<file path="config.mk">
export PLATFORM = sky130hd
export DESIGN_NAME = range_monitor_real
export DESIGN_NICKNAME = d
export VERILOG_FILES = /design/src/rtl/range_monitor_real.sv
export SDC_FILE = /design/constraint.sdc
export NUM_CORES = 1
export LEC_CHECK = 0
export ABC_CLOCK_PERIOD_IN_PS = 7950
export BUFFER_PORTS_ARGS = -buffer_cell sky130_fd_sc_hd__buf_2
export CORE_ASPECT_RATIO = 0.6
export CORE_UTILIZATION = 59
export CTS_CLUSTER_SIZE = 24
export DETAILED_ROUTE_END_ITERATION = 8
export PLACE_DENSITY = 0.88
export SYNTH_ARGS = -nofsm -noshare
export SYNTH_HDL_FRONTEND = slang
export SYNTH_SLANG_ARGS = --single-unit
</file>
<file path="constraint.sdc">
create_clock -name clk -period 7.95 [get_ports clk]
set_clock_uncertainty 0.15 [all_clocks]
set_input_delay 0.795 -clock clk [delete_from_list [all_inputs] [get_ports clk]]
set_output_delay 0.795 -clock clk [all_outputs]
set_load 0.05 [all_outputs]
</file>
<file path="src/rtl/range_monitor_real.sv">
// Multi-channel range monitor for signed fixed-point samples: per-channel inclusive bound check,
// sticky flags, saturating counters, min/max peaks and a frozen first-violation record.
module range_monitor_real #(
    parameter int N_CH      = 4,
    parameter int WIDTH     = 16,
    parameter int EXPONENT  = -8,
    parameter int CNT_WIDTH = 8,
    parameter bit HALT      = 1'b0,
    localparam int CH_W     = (N_CH > 1) ? $clog2(N_CH) : 1
) (
    input  logic                      clk,
    input  logic                      rst_n,
    input  logic                      in_valid,
    input  logic [N_CH*WIDTH-1:0]     in_data,
    input  logic [N_CH*WIDTH-1:0]     lo_bound,
    input  logic [N_CH*WIDTH-1:0]     hi_bound,
    input  logic                      clear,
    output logic [N_CH-1:0]           viol_now,
    output logic [N_CH-1:0]           viol_sticky,
    output logic                      viol_any,
    output logic [N_CH*CNT_WIDTH-1:0] viol_count,
    output logic                      first_valid,
    output logic [CH_W-1:0]           first_ch,
    output logic [WIDTH-1:0]          first_data,
    output logic                      peak_valid,
    output logic [N_CH*WIDTH-1:0]     peak_min,
    output logic [N_CH*WIDTH-1:0]     peak_max
);

    localparam logic [WIDTH-1:0]     MOST_POS = {1'b0, {(WIDTH-1){1'b1}}};
    localparam logic [WIDTH-1:0]     MOST_NEG = {1'b1, {(WIDTH-1){1'b0}}};
    localparam logic [CNT_WIDTH-1:0] CNT_MAX  = {CNT_WIDTH{1'b1}};
    localparam logic [CNT_WIDTH-1:0] CNT_ONE  = {{(CNT_WIDTH-1){1'b0}}, 1'b1};

    logic signed [WIDTH-1:0] x_s  [N_CH];
    logic signed [WIDTH-1:0] lo_s [N_CH];
    logic signed [WIDTH-1:0] hi_s [N_CH];
    logic [N_CH-1:0]         viol_s;
    logic [CH_W-1:0]         low_ch_s;
    logic [WIDTH-1:0]        low_data_s;
    logic                    capture_s;

    logic [N_CH-1:0]           viol_now_q,    viol_now_d;
    logic [N_CH-1:0]           sticky_q,      sticky_d;
    logic [N_CH*CNT_WIDTH-1:0] cnt_q,         cnt_d;
    logic                      first_valid_q, first_valid_d;
    logic [CH_W-1:0]           first_ch_q,    first_ch_d;
    logic [WIDTH-1:0]          first_data_q,  first_data_d;
    logic                      peak_valid_q,  peak_valid_d;
    logic [N_CH*WIDTH-1:0]     min_q,         min_d;
    logic [N_CH*WIDTH-1:0]     max_q,         max_d;

    // An inverted window (lo > hi) makes both halves of the test fail for some side, so every sample violates.
    for (genvar c = 0; c < N_CH; c++) begin : g_ch
        assign x_s[c]    = $signed(in_data[c*WIDTH +: WIDTH]);
        assign lo_s[c]   = $signed(lo_bound[c*WIDTH +: WIDTH]);
        assign hi_s[c]   = $signed(hi_bound[c*WIDTH +: WIDTH]);
        assign viol_s[c] = (x_s[c] < lo_s[c]) || (x_s[c] > hi_s[c]);
    end

    // Lowest violating channel; scanning downward lets the lowest index win.
    always_comb begin
        low_ch_s   = {CH_W{1'b0}};
        low_data_s = {WIDTH{1'b0}};
        for (int c = N_CH - 1; c >= 0; c--) begin
            if (viol_s[c]) begin
                low_ch_s   = CH_W'(c);
                low_data_s = in_data[c*WIDTH +: WIDTH];
            end else begin
                low_ch_s   = low_ch_s;
                low_data_s = low_data_s;
            end
        end
    end

    assign capture_s = in_valid && !clear && !first_valid_q && (|viol_s);

    // Next-state logic: clear dominates, a valid sample updates, otherwise only viol_now drops.
    always_comb begin
        viol_now_d    = {N_CH{1'b0}};
        sticky_d      = sticky_q;
        cnt_d         = cnt_q;
        first_valid_d = first_valid_q;
        first_ch_d    = first_ch_q;
        first_data_d  = first_data_q;
        peak_valid_d  = peak_valid_q;
        min_d         = min_q;
        max_d         = max_q;
        if (clear) begin
            sticky_d      = {N_CH{1'b0}};
            cnt_d         = {(N_CH*CNT_WIDTH){1'b0}};
            first_valid_d = 1'b0;
            first_ch_d    = {CH_W{1'b0}};
            first_data_d  = {WIDTH{1'b0}};
            peak_valid_d  = 1'b0;
            min_d         = {N_CH{MOST_POS}};
            max_d         = {N_CH{MOST_NEG}};
        end else if (in_valid) begin
            viol_now_d   = viol_s;
            sticky_d     = sticky_q | viol_s;
            peak_valid_d = 1'b1;
            for (int c = 0; c < N_CH; c++) begin
                if (viol_s[c] && (cnt_q[c*CNT_WIDTH +: CNT_WIDTH] != CNT_MAX)) begin
                    cnt_d[c*CNT_WIDTH +: CNT_WIDTH] = cnt_q[c*CNT_WIDTH +: CNT_WIDTH] + CNT_ONE;
                end else begin
                    cnt_d[c*CNT_WIDTH +: CNT_WIDTH] = cnt_q[c*CNT_WIDTH +: CNT_WIDTH];
                end
                if (x_s[c] < $signed(min_q[c*WIDTH +: WIDTH])) begin
                    min_d[c*WIDTH +: WIDTH] = x_s[c];
                end else begin
                    min_d[c*WIDTH +: WIDTH] = min_q[c*WIDTH +: WIDTH];
                end
                if (x_s[c] > $signed(max_q[c*WIDTH +: WIDTH])) begin
                    max_d[c*WIDTH +: WIDTH] = x_s[c];
                end else begin
                    max_d[c*WIDTH +: WIDTH] = max_q[c*WIDTH +: WIDTH];
                end
            end
            if (capture_s) begin
                first_valid_d = 1'b1;
                first_ch_d    = low_ch_s;
                first_data_d  = low_data_s;
            end else begin
                first_valid_d = first_valid_q;
            end
        end else begin
            viol_now_d = {N_CH{1'b0}};
        end
    end

    // State registers with asynchronous active-low reset.
    always_ff @(posedge clk or negedge rst_n) begin
        if (!rst_n) begin
            viol_now_q    <= {N_CH{1'b0}};
            sticky_q      <= {N_CH{1'b0}};
            cnt_q         <= {(N_CH*CNT_WIDTH){1'b0}};
            first_valid_q <= 1'b0;
            first_ch_q    <= {CH_W{1'b0}};
            first_data_q  <= {WIDTH{1'b0}};
            peak_valid_q  <= 1'b0;
            min_q         <= {N_CH{MOST_POS}};
            max_q         <= {N_CH{MOST_NEG}};
        end else begin
            viol_now_q    <= viol_now_d;
            sticky_q      <= sticky_d;
            cnt_q         <= cnt_d;
            first_valid_q <= first_valid_d;
            first_ch_q    <= first_ch_d;
            first_data_q  <= first_data_d;
            peak_valid_q  <= peak_valid_d;
            min_q         <= min_d;
            max_q         <= max_d;
        end
    end

    assign viol_now    = viol_now_q;
    assign viol_sticky = sticky_q;
    assign viol_any    = |sticky_q;
    assign viol_count  = cnt_q;
    assign first_valid = first_valid_q;
    assign first_ch    = first_ch_q;
    assign first_data  = first_data_q;
    assign peak_valid  = peak_valid_q;
    assign peak_min    = min_q;
    assign peak_max    = max_q;

`ifndef SYNTHESIS
    function automatic real to_real(input logic signed [WIDTH-1:0] v);
        return $itor(v) * (2.0 ** EXPONENT);
    endfunction

    // Simulation-only halt on the first captured violation.
    always @(posedge clk) begin
        if (HALT && rst_n && capture_s) begin
            $display("range_monitor_real: violation on ch%0d value %f bounds [%f, %f]",
                     low_ch_s, to_real(x_s[low_ch_s]), to_real(lo_s[low_ch_s]), to_real(hi_s[low_ch_s]));
            $finish;
        end
    end
`endif

endmodule

</file>
; ---- Word level (Yosys, flattened, before mapping)
; Cells that the tools add are included.
; W data, S select, Z words.
[word_totals]
ff_bits = 188
out_inout_bits = 189
[classes]
muxes = 41
n_addsub = 4
n_eq_ne = 4
n_bitwise = 1
order_cmp = 16
reduce_logical = 42
[op_table]
columns = operator, n
row1 = $mux W64, 4
row2 = $mux W16, 15
row3 = $gt A16 B16 Y1, 8
row4 = $lt A16 B16 Y1, 8
row5 = $mux W32, 2
row6 = $add A8 B1 Y8 const B, 4
row7 = $mux W8, 4
row8 = $ne A8 B8 Y1 const B, 4
row9 = $reduce_bool A2 Y1, 14
row10 = $reduce_and A2 Y1, 13
row11 = $mux W4, 4
row12 = $mux W2, 7
row13 = $reduce_or A4 Y1, 2
row14 = $logic_and A1 B1 Y1, 7
row15 = $mux W1, 5
row16 = $logic_or A1 B1 Y1, 4
row17 = $or A4 B4 Y4, 1
row18 = $logic_not A1 Y1, 2

; ---- Depth between registers and ports, before layout
; Gate-level depths: netlist of the first run.
[logic_depth]
ltp_word = 9
mapped_depth = 13

; ---- Least setup slack after synthesis of the first run
; OpenSTA, ideal clock, no wires.
[synth_path]
path_kind = in2reg
from = in hi_bound[9]
to = reg first_data_q[14] (netlist: first_data[14])
t_arrival_ns = 3.183
slack_ns = 4.484
setup_time_ns = 0.133
required_time_ns = 7.667
cell_stages = 12
cell_sequence = inv_1 -> ha_1 -> a21o_1 -> a221o_1 -> o211ai_2 -> a31oi_1 -> o311a_1 -> nor2b_4 -> a311oi_2 -> buf_2 -> buf_4 -> o32ai_1
[synth_via]
elab_chain_cells = 6
[synth_lines]
columns = item, line_no
row1 = "start, declared", 16  ; input logic [N_CH*WIDTH-1:0] hi_bound,
row2 = $gt A16 B16 Y1 (*), 58  ; assign viol_s[c] = (x_s[c] < lo_s[c]) || (x_s[c] > hi_s[c]);
row3 = $logic_or A1 B1 Y1 (*), 58
row4 = $mux W16 / $reduce_or A4 Y1 (equally long branches), "66, 76"
row5 = $mux W16 / $logic_and A1 B1 Y1 (equally long branches), "119, 76"
row6 = $mux W16 / $reduce_bool A2 Y1 (equally long branches), --
row7 = $mux W16 / $reduce_and A2 Y1 (equally long branches), --
row8 = "end signal, assigned", 139  ; first_data_q <= {WIDTH{1'b0}};
row9 = "end signal, assigned", 149  ; first_data_q <= first_data_d;
row10 = "end, declared", 48  ; logic [WIDTH-1:0] first_data_q, first_data_d;
; Mark *: on every way between the ends. The rest lies on a longest branch, timed or not. The select of a mux whose other input is x is not followed.
; A chain may end at the register's enable or synchronous reset.

; ---- Final worst setup path of the first run
[layout_path]
from = in in_data[9]
to = reg first_data_q[2] (netlist: first_data[2])
[layout_via]
elab_chain_cells = 6
[layout_lines]
columns = item, line_no
row1 = "start, declared", 14  ; input logic [N_CH*WIDTH-1:0] in_data,
row2 = $lt A16 B16 Y1 / $gt A16 B16 Y1 (equally long branches), 58
row3 = $logic_or A1 B1 Y1 (*), 58
row4 = $mux W16 / $reduce_or A4 Y1 (equally long branches), "66, 76"
row5 = $mux W16 / $logic_and A1 B1 Y1 (equally long branches), "119, 76"
row6 = $mux W16 / $reduce_bool A2 Y1 (equally long branches), --
row7 = $mux W16 / $reduce_and A2 Y1 (equally long branches), --
; Marked as above.

==> results of run 1 <==
-- routing by layer --
| metal | GRT usage (%) | wire length (um) |
|---|---|---|
| met1 | 49.03 | 20040 |
| met2 | 55.25 | 20300 |
| met3 | 7.038 | 3749 |
| met4 | 16.70 | 1959 |
| met5 | 0 | 0 |
-- critical path: stages --
cell and delay [ns]:
buf_2 0.17, ha_1 0.35, a21o_1 0.19, a221o_1 0.35, o211ai_2 0.17, a31oi_1 0.10
o311a_1 0.36, buf_4 0.22, nor2b_4 0.16, a311oi_2 0.27, buf_4 0.32, nand2_2 0.31
o32ai_1 0.38
-- placed cells by master (no fill, tap or decap), types with 53 or more instances in the layout --
master / instances
a21o_1: 66
a21oi_1: 65
buf_2: 382
dfrtp_1: 124
dfstp_2: 64
ha_1: 252
inv_1: 261
mux2i_1: 114
nand4_1: 53
nor2_1: 204
-- final cells by class --
type	instances	area (um^2)	share of cell area [%]
inverters	262	983.4	5.598
repair buffers	394	2012	11.45
flip-flops and latches	188	4785	27.24
clock inverters	15	153.9	0.8761
clock buffers	17	425.4	2.422
multi-input cells	1113	8805	50.12
well taps	322	402.9	2.293
-- cell usage after synthesis, types with 19 or more instances --
library cell / n / area (um^2)
inv_1: 261 / 979.7
a21o_1: 66 / 495.5
dfrtp_1: 124 / 3103
nor2b_1: 22 / 137.6
a21oi_1: 65 / 325.3
o21ai_0: 28 / 140.1
clkbuf_1: 34 / 127.6
ha_1: 252 / 3153
nor2_1: 204 / 765.7
nand3_1: 22 / 110.1
xor2_1: 19 / 166.4
mux2i_1: 117 / 1171
nand2_1: 47 / 176.4
dfstp_2: 64 / 1682
nand4_1: 53 / 331.6
-- logic make-up after synthesis --
group | after synthesis
fa+ha+maj | 252
xor+xnor | 23
flops | 188
buf+inv | 313
mux | 119
simple gates | 425
compound gates | 294
-- worst paths after layout --
check,slack (ns),endpoint,depth (start not counted),startpoint
min in group clk,0.36,viol_sticky[2],1,viol_sticky[2]
max,3.97,first_data[2],13,in_data[9]
min,0.23,viol_count[4],1,rst_n
max reg2reg,4.32,peak_max[43],11,peak_max[41]
min reg2reg,0.36,viol_sticky[2],1,viol_sticky[2]
max in group asynchronous,5.45,viol_sticky[2],3,rst_n
-- sequential cells by signal, summed over array words and instances (netlist names) --
register,cells
first_ch,2
first_data,16
first_valid,1
peak_max,64
peak_min,64
peak_valid,1
viol_count,32
viol_now,4
viol_sticky,4
-- stage by stage --
stage | setup slack (ns) | hold WS, ns | area, um^2
global placement | 3.713 | 0.3323 | 16990
detailed placement | 3.558 | 0.3426 | 16990
global route | 3.858 | 0.2919 | 17570
finish | 3.969 | 0.2303 | 17570
CTS | 4.030 | 0.2644 | 17570
floorplan | 4.484 | 0.3494 | 14750
-- power by group --
group / switching, uW / internal [uW] / total, uW
Combinational: 745 / 361 / 1110
Clock: 416 / 444 / 860
Sequential: 65.1 / 1050 / 1120
Total: 1230 / 1860 / 3080
==> flow_summary.json, run 1 <==
{
  "status": "completed",
  "finalSetupTns_ns": 0,
  "cts-root-buf": "clkbuf_16",
  "synth_fa_ha_area_share_pct": 21.38,
  "synth-simple-area-share_pct": 13.82,
  "diodes": 0,
  "hold_class": "in -> async",
  "synth_top_family_by_area": "adder cells",
  "synth_compound_area_share_pct": 14.68,
  "max_freq_mhz": 251.2,
  "grt_max_degree": 98,
  "timing.final.crit_period_ns": 3.981,
  "slew_headroom_pct": 26.47,
  "boundaryPins": 385,
  "vias_per_cell": 5.959,
  "drt.antenna.violating_nets": 0,
  "die_w_um": 206.1,
  "h-tree-depth": 4,
  "grt_pass1_vias": 13640,
  "synth_warnings": 0,
  "ys_seq_area_share_pct": 32.44,
  "power.total_uw": 3083,
  "drc": 0,
  "fillers": 1838,
  "clock_sinks": 188,
  "final_nets": 2424,
  "portBuffers": 384,
  "antenna_found_initial": 0,
  "setup.worst_path.end_class": "flip-flop",
  "wl_um": 46040,
  "cts_resized": 0,
  "post-place-cells": 2279,
  "ys_types": 63,
  "syn_inst": 1614,
  "dieArea_mm2": 0.02566,
  "synth_fp_nets": 2062,
  "drive_above_1_share_pct": 26.24,
  "ys_ff_latch": 188,
  "vias": 13770,
  "dp_hpwl_um": 35540,
  "cts_hold_buffers": 0,
  "num_rows": 44,
  "dr.pass1.iters": 7,
  "async_reset_ff_share_pct": 100.0,
  "final.period_utilization_pct": 50.07,
  "synth-edff-count": 0,
  "ys.flop_type": "dfrtp_1",
  "worst_ep_required_time_ns": 8.14,
  "start_util_pct": 60.61,
  "gp_congestion": 0.9575,
  "netlist_area_mm2": 0.01475,
  "grtUsageTotal_pct": 36.05,
  "routedWlPerCell_um": 19.92,
  "area_delta_synth_final_pct": 19.10,
  "postLayoutCoreUtil_pct": 72.19,
  "synth_xor_area_share_pct": 1.366,
  "start_kind": "input port",
  "grt_remaining_overflow": 0,
  "die_h_um": 124.5,
  "synth_mux_area_share_pct": 8.093,
  "worst-path-max-fanout": 22,
  "max_cap_violations": 0,
  "leakagePower_uw": 0.009967,
  "hold_violations": 0,
  "p_per_area_mw_per_mm2": 175.5,
  "fin_cells": 2311,
  "core_area_mm2": 0.02433,
  "cts_tree": "built",
  "grt_pass1_wl_um": 71840,
  "ir_worst_vdd_v": 0.0001581,
  "critPathKind": "in -> reg",
  "cp.arrival_ns": 4.17,
  "final-max-slew-violation-count": 0,
  "clockBufferDepth": 2,
  "postCtsSetupBuffers": 0,
  "avgSynthCellArea_um2": 9.138,
  "clk_pin_slew_ns": 0.07,
  "clock_latency_ns": 0.45,
  "finalSetupViolCount": 0,
  "rsz0062_at_grt": "false",
  "drt-initial-drc-count": 1217,
  "worst_pin_slew_ns": 1.103,
  "cts_buffers": 17
}
(Power assumes the default switching activity.)
==> inputs of run 2 (changes only) <==
==> config.mk (replaced) <==
export PLATFORM = sky130hd
export DESIGN_NAME = range_monitor_real
export DESIGN_NICKNAME = d
export VERILOG_FILES = /design/src/rtl/range_monitor_real.sv
export SDC_FILE = /design/constraint.sdc
export NUM_CORES = 1
export LEC_CHECK = 0
export ABC_CLOCK_PERIOD_IN_PS = 3500
export BUFFER_PORTS_ARGS = -buffer_cell sky130_fd_sc_hd__buf_2
export CORE_ASPECT_RATIO = 0.6
export CORE_UTILIZATION = 49
export CTS_CLUSTER_SIZE = 24
export DETAILED_ROUTE_END_ITERATION = 8
export PLACE_DENSITY = 0.78
export SYNTH_ARGS = -nofsm -noshare
export SYNTH_HDL_FRONTEND = slang
export SYNTH_SLANG_ARGS = --single-unit
==> constraint.sdc (replaced) <==
create_clock -name clk -period 3.5 [get_ports clk]
set_clock_uncertainty 0.15 [all_clocks]
set_input_delay 0.35 -clock clk [delete_from_list [all_inputs] [get_ports clk]]
set_output_delay 0.35 -clock clk [all_outputs]
set_load 0.05 [all_outputs]
==> run 2 against run 1 <==
Final cell count up 6.1%. Via count up 0.79%. Non-clock buffer count up 64. Critical path type unchanged. Largest power group is now combinational logic. Highest routed layer unchanged.
==> flow_summary.json, run 2 (synthesis results as in run 1) <==
{
  "status": "completed",
  "p_int_uw": 4234,
  "start_util_pct": 50.53,
  "num_rows": 48,
  "h-tree-depth": 4,
  "dieArea_mm2": 0.03082,
  "cts-root-buf": "clkbuf_16",
  "final_nets": 2488,
  "area_delta_synth_final_pct": 23.44,
  "p_per_area_mw_per_mm2": 390.2,
  "seq_power_share_pct": 35.7,
  "die_h_um": 136.4,
  "grt_remaining_overflow": 0,
  "final_common_cell": "buf_2",
  "finalSetupTns_ns": 0,
  "dr.pass1.iters": 5,
  "gp_congestion": 0.9768,
  "finalSetupViolCount": 0,
  "power_frac_clock_pct": 27.5,
  "seq_area_mm2": 0.004785,
  "worst_ep_required_time_ns": 3.70,
  "p_sw_uw": 2870,
  "critPathKind": "in -> reg",
  "leakagePower_uw": 0.01030,
  "ir_worst_vdd_v": 0.0002743,
  "clock_latency_ns": 0.46,
  "clk_pin_slew_ns": 0.08,
  "postLayoutCoreUtil_pct": 62.38,
  "start_kind": "input port",
  "hold_violations": 0,
  "fin_ws_ns": 0.2090,
  "drive_above_1_share_pct": 28.54,
  "setup.worst_path.end_class": "flip-flop",
  "boundaryPins": 385,
  "dp_hpwl_um": 37810,
  "fillers": 2499,
  "routedWlPerCell_um": 19.36,
  "final_cell_mix": "buf_2, inv_1, ha_1, nor2_1, dfrtp_1",
  "wl_um": 47480,
  "multi_input_area_mm2": 0.008821,
  "post-place-ws_ns": -0.1837,
  "hold_class": "in -> reg",
  "drt-initial-drc-count": 843,
  "cts_tree": "built",
  "drc": 0,
  "core_area_mm2": 0.02919,
  "diodes": 0,
  "rsz0062_at_grt": "false",
  "slew_headroom_pct": 36.49,
  "worst_pin_slew_ns": 0.9527,
  "pwr-share-comb_pct": 36.7,
  "max_cap_violations": 0,
  "drt.antenna.violating_nets": 0,
  "grt_max_degree": 193,
  "die_w_um": 226.0,
  "grt_pass1_wl_um": 73100,
  "vias_per_cell": 5.658,
  "max_freq_mhz": 303.9,
  "grtUsageTotal_pct": 31.21,
  "antenna_found_initial": 0,
  "worst-path-max-fanout": 17,
  "cp.arrival_ns": 3.49,
  "swShare_pct": 40.40,
  "timing.final.crit_period_ns": 3.291,
  "portBuffers": 384,
  "clockBufferDepth": 2,
  "postCtsSetupBuffers": 0,
  "vias": 13880,
  "final-max-slew-violation-count": 0,
  "final.period_utilization_pct": 94.03,
  "grt_pass1_vias": 13420,
  "clock_sinks": 188,
  "cts_buffers": 17
}
run 2: cell types whose count changed in the layout (fill, tap and decap cells not counted), sizes merged:
| cell | before | now |
|---|---|---|
| inv | 269 | 272 |
| buf | 393 | 456 |
| clkinv | 5 | 4 |
| bufinv | 1 | 0 |
| dlygate4sd3 | 0 | 1 |
| clkinvlp | 2 | 1 |
run 2: layout make-up:
class,instances,share of cell area [%]
clock inverter,15,0.8041
multi-input combinational,1113,48.45
clock buffer,17,2.337
timing repair buffer,458,13.98
inverter,262,5.402
sequential,188,26.28
tap,400,2.749
run 2: stage by stage:
step | instance area, um^2 | cells | total power (uW) | hold WS [ns]
after floorplan | 14750 | 1614 | 4248 | -0.09559
after global placement | 17620 | 2420 | 5082 | 0.2829
after detailed placement | 17620 | 2420 | 5158 | 0.2893
after CTS | 18210 | 2453 | 7123 | 0.03572
after global routing | 18210 | 2453 | 7455 | 0.05653
final | 18210 | 2453 | 7103 | 0.05811
run 2: power groups by stage:
stage               Combinational, uW  Clock, uW  Sequential [uW]
CTS                              2600       1990             2540
global route                     2820       2070             2560
global placement                 2520          0             2560
floorplan                        1100          0             3150
finish                           2610       1960             2540
detailed placement               2590          0             2570
run 2: worst paths after layout:
kind                        startpoint       endpoint  slack [ns]  cells past startpoint
min in group asynchronous        rst_n  viol_count[3]        0.32                      2
hold reg to reg             peak_valid     peak_valid        0.35                      2
setup reg to reg           peak_min[9]    peak_min[2]        0.35                     13
hold / removal             in_data[32]   peak_min[32]        0.06                      3
max in group asynchronous        rst_n   peak_min[38]        1.81                      3
setup / recovery           in_data[45]  first_data[8]        0.21                     11
run 2: critical path: stages:
cell and delay (ns):
buf_2 0.11, ha_1 0.31, a2111oi_0 0.44, o21ai_0 0.19
a22o_1 0.27, a31oi_1 0.23, o221a_2 0.41, inv_2 0.07
nor2_2 0.56, a221oi_1 0.22, o32ai_2 0.31
run 2: timing repair:
item	4_1_cts	5_1_grt
hold endpoints to repair	56	0
hold buffers	1	0
gates resized for setup	0	0
run 2: metal layers:
layer  wire, um  track usage, %  vias to the layer above
met3       3735           7.067                       88
li1           -               -                     6522
met4       1515           11.49                        0
met2      20510           47.50                      539
met5          0               0                        -
met1      21720           43.27                     6731
==> inputs of run 3 (changes only) <==
--- a/config.mk
+++ b/config.mk
@@ -11,7 +11,7 @@
 export CORE_UTILIZATION = 49
 export CTS_CLUSTER_SIZE = 24
 export DETAILED_ROUTE_END_ITERATION = 8
-export PLACE_DENSITY = 0.78
+export PLACE_DENSITY = 0.76
 export SYNTH_ARGS = -nofsm -noshare
 export SYNTH_HDL_FRONTEND = slang
 export SYNTH_SLANG_ARGS = --single-unit
==> run 3 against run 2 <==
Die area is the same. Critical path depth grew 1. Core utilization grew 0.060 points. Register-to-register slack lost 0.17 ns.
==> flow_summary.json, run 3 (synthesis results as in run 1) <==
{
  "cts_buffers": 17,
  "vias": 13620,
  "diodes": 0,
  "hold_violations": 0,
  "post-place-cells": 2423,
  "max_freq_mhz": 301.1,
  "min_path_cells": 2,
  "die_w_um": 226.0,
  "worst_pin_slew_ns": 0.8914,
  "dp_hpwl_um": 37550,
  "crit_buf_inv": 2,
  "grt_max_degree": 86,
  "final_nets": 2491,
  "critPathKind": "reg -> reg",
  "finalSetupViolCount": 0,
  "gp_congestion": 1.018,
  "routedWlPerCell_um": 19.09,
  "hold_class": "in -> reg",
  "cp.arrival_ns": 3.56,
  "ff2ff_setup_slack_ns": 0.18,
  "final_cell_mix": "buf_2, inv_1, ha_1, nor2_1, dfrtp_1",
  "cp_common_cell": "a21o_1",
  "crit_family": "compound AO/OA/AOI/OAI gates",
  "vias_per_cell": 5.546,
  "grt_pass1_vias": 13290,
  "worst-path-max-fanout": 16,
  "leakagePower_uw": 0.01030,
  "status": "completed",
  "cp_slowest_cell": "a2111oi_0",
  "hold_path_startpoint": "in_data[4]",
  "area_delta_synth_final_pct": 23.56,
  "final.period_utilization_pct": 94.90,
  "antenna_found_initial": 1,
  "wl_um": 46900,
  "dr.pass1.iters": 5,
  "final_common_cell": "buf_2",
  "fin_ws_ns": 0.1783,
  "reg2reg_from": "peak_min[9]",
  "start_util_pct": 50.53,
  "power.total_uw": 7070,
  "design_area_mm2": 0.01822,
  "boundaryPins": 385,
  "post-place-ws_ns": -0.03512,
  "r2r-end": "peak_min[0]",
  "cts_tree": "built",
  "ir_worst_vdd_v": 0.0003135,
  "r2r_cells": 12,
  "grtUsageTotal_pct": 30.42,
  "rsz0062_at_grt": "false",
  "h-tree-depth": 4,
  "slew_headroom_pct": 40.58,
  "final-max-slew-violation-count": 0,
  "start_kind": "flip-flop",
  "die_h_um": 136.4,
  "num_rows": 48,
  "min_to": "peak_min[4]",
  "place_area_mm2": 0.01765,
  "portBuffers": 384,
  "clock_sinks": 188,
  "dieArea_mm2": 0.03082,
  "worstPathCellList": "inv_1 -> ha_1 -> a21o_1 -> a21o_1 -> a21oi_1 -> o21ai_0 -> nor3_1 -> o21a_1 -> a2111oi_0 -> o31ai_2 -> buf_4 -> o22a_1",
  "p_per_area_mw_per_mm2": 388.0,
  "drc": 0,
  "timing.final.crit_period_ns": 3.322,
  "grt_remaining_overflow": 0,
  "crit_path_max_incr_delay_ns": 0.64,
  "clockBufferDepth": 2,
  "drt.antenna.violating_nets": 0,
  "max_cap_violations": 0,
  "postLayoutCoreUtil_pct": 62.44,
  "drt-initial-drc-count": 936,
  "fillers": 2569,
  "worst_ep_required_time_ns": 3.73,
  "drive_above_1_share_pct": 28.65,
  "fin_cells": 2456,
  "clock_latency_ns": 0.45,
  "cts-root-buf": "clkbuf_16",
  "clk_pin_slew_ns": 0.07,
  "setup.worst_path.end_class": "flip-flop",
  "grt_pass1_wl_um": 71880,
  "core_area_mm2": 0.02919
}
## run 3: repair_timing
action | 4_1_cts | 5_1_grt
gates resized for setup | 0 | 0
endpoints found under the hold margin | 50 | 0
hold buffers | 1 | 0
setup buffers | 0 | 0
## run 3: power breakdown
part	switching (uW)	internal, uW
registers	146	2390
clock network	969	959
logic	1710	895
## run 3: worst register-to-register path: cells and delay by family (launching register included)
family | cells | cell delay, ns
AND/OR/NAND/NOR | 1 | 0.11
flip-flops | 1 | 0.54
buffers and inverters | 2 | 0.29
AO/OA/AOI/OAI | 8 | 1.89
adder cells (fa/ha/maj) | 1 | 0.28
## run 3: final cells by class
class / instances / area [um^2] / area share (%)
clock inverters: 14 / 127.6 / 0.7003
clock buffers: 18 / 439.2 / 2.410
multi-input cells: 1113 / 8821 / 48.40
repair buffers: 461 / 2567 / 14.09
inverters: 262 / 983.4 / 5.397
flip-flops and latches: 188 / 4785 / 26.25
well taps: 400 / 500.5 / 2.746
## run 3: worst max path at each step
stage	from	end	slack [ns]	cells past startpoint
2_1_floorplan	peak_max[25]	peak_max[23]	0.16	13
3_3_place_gp	in_data[10]	first_data[2]	0.05	11
3_5_place_dp	in_data[10]	first_data[0]	-0.04	11
4_1_cts	peak_min[9]	peak_min[0]	0.21	12
5_1_grt	peak_min[9]	peak_min[4]	0.007	12
6_report	peak_min[9]	peak_min[0]	0.18	12
## run 3: stage by stage
stage	hold WS [ns]	TNS [ns]
3_5_place_dp	0.2843	-0.07292
4_1_cts	0.04750	0
6_report	0.06340	0
3_3_place_gp	0.2797	0
2_1_floorplan	-0.09559	0
5_1_grt	0.05032	0
## run 3: layer usage
layer	track usage, %	wire [um]	share of wire [%]	vias up
met5	0	11	0.023	-
met4	9.184	1054	2.2	2
met3	7.586	3830	8.2	67
met2	46.51	20450	44	516
met1	42.23	21550	46	6532
li1	-	-	-	6504
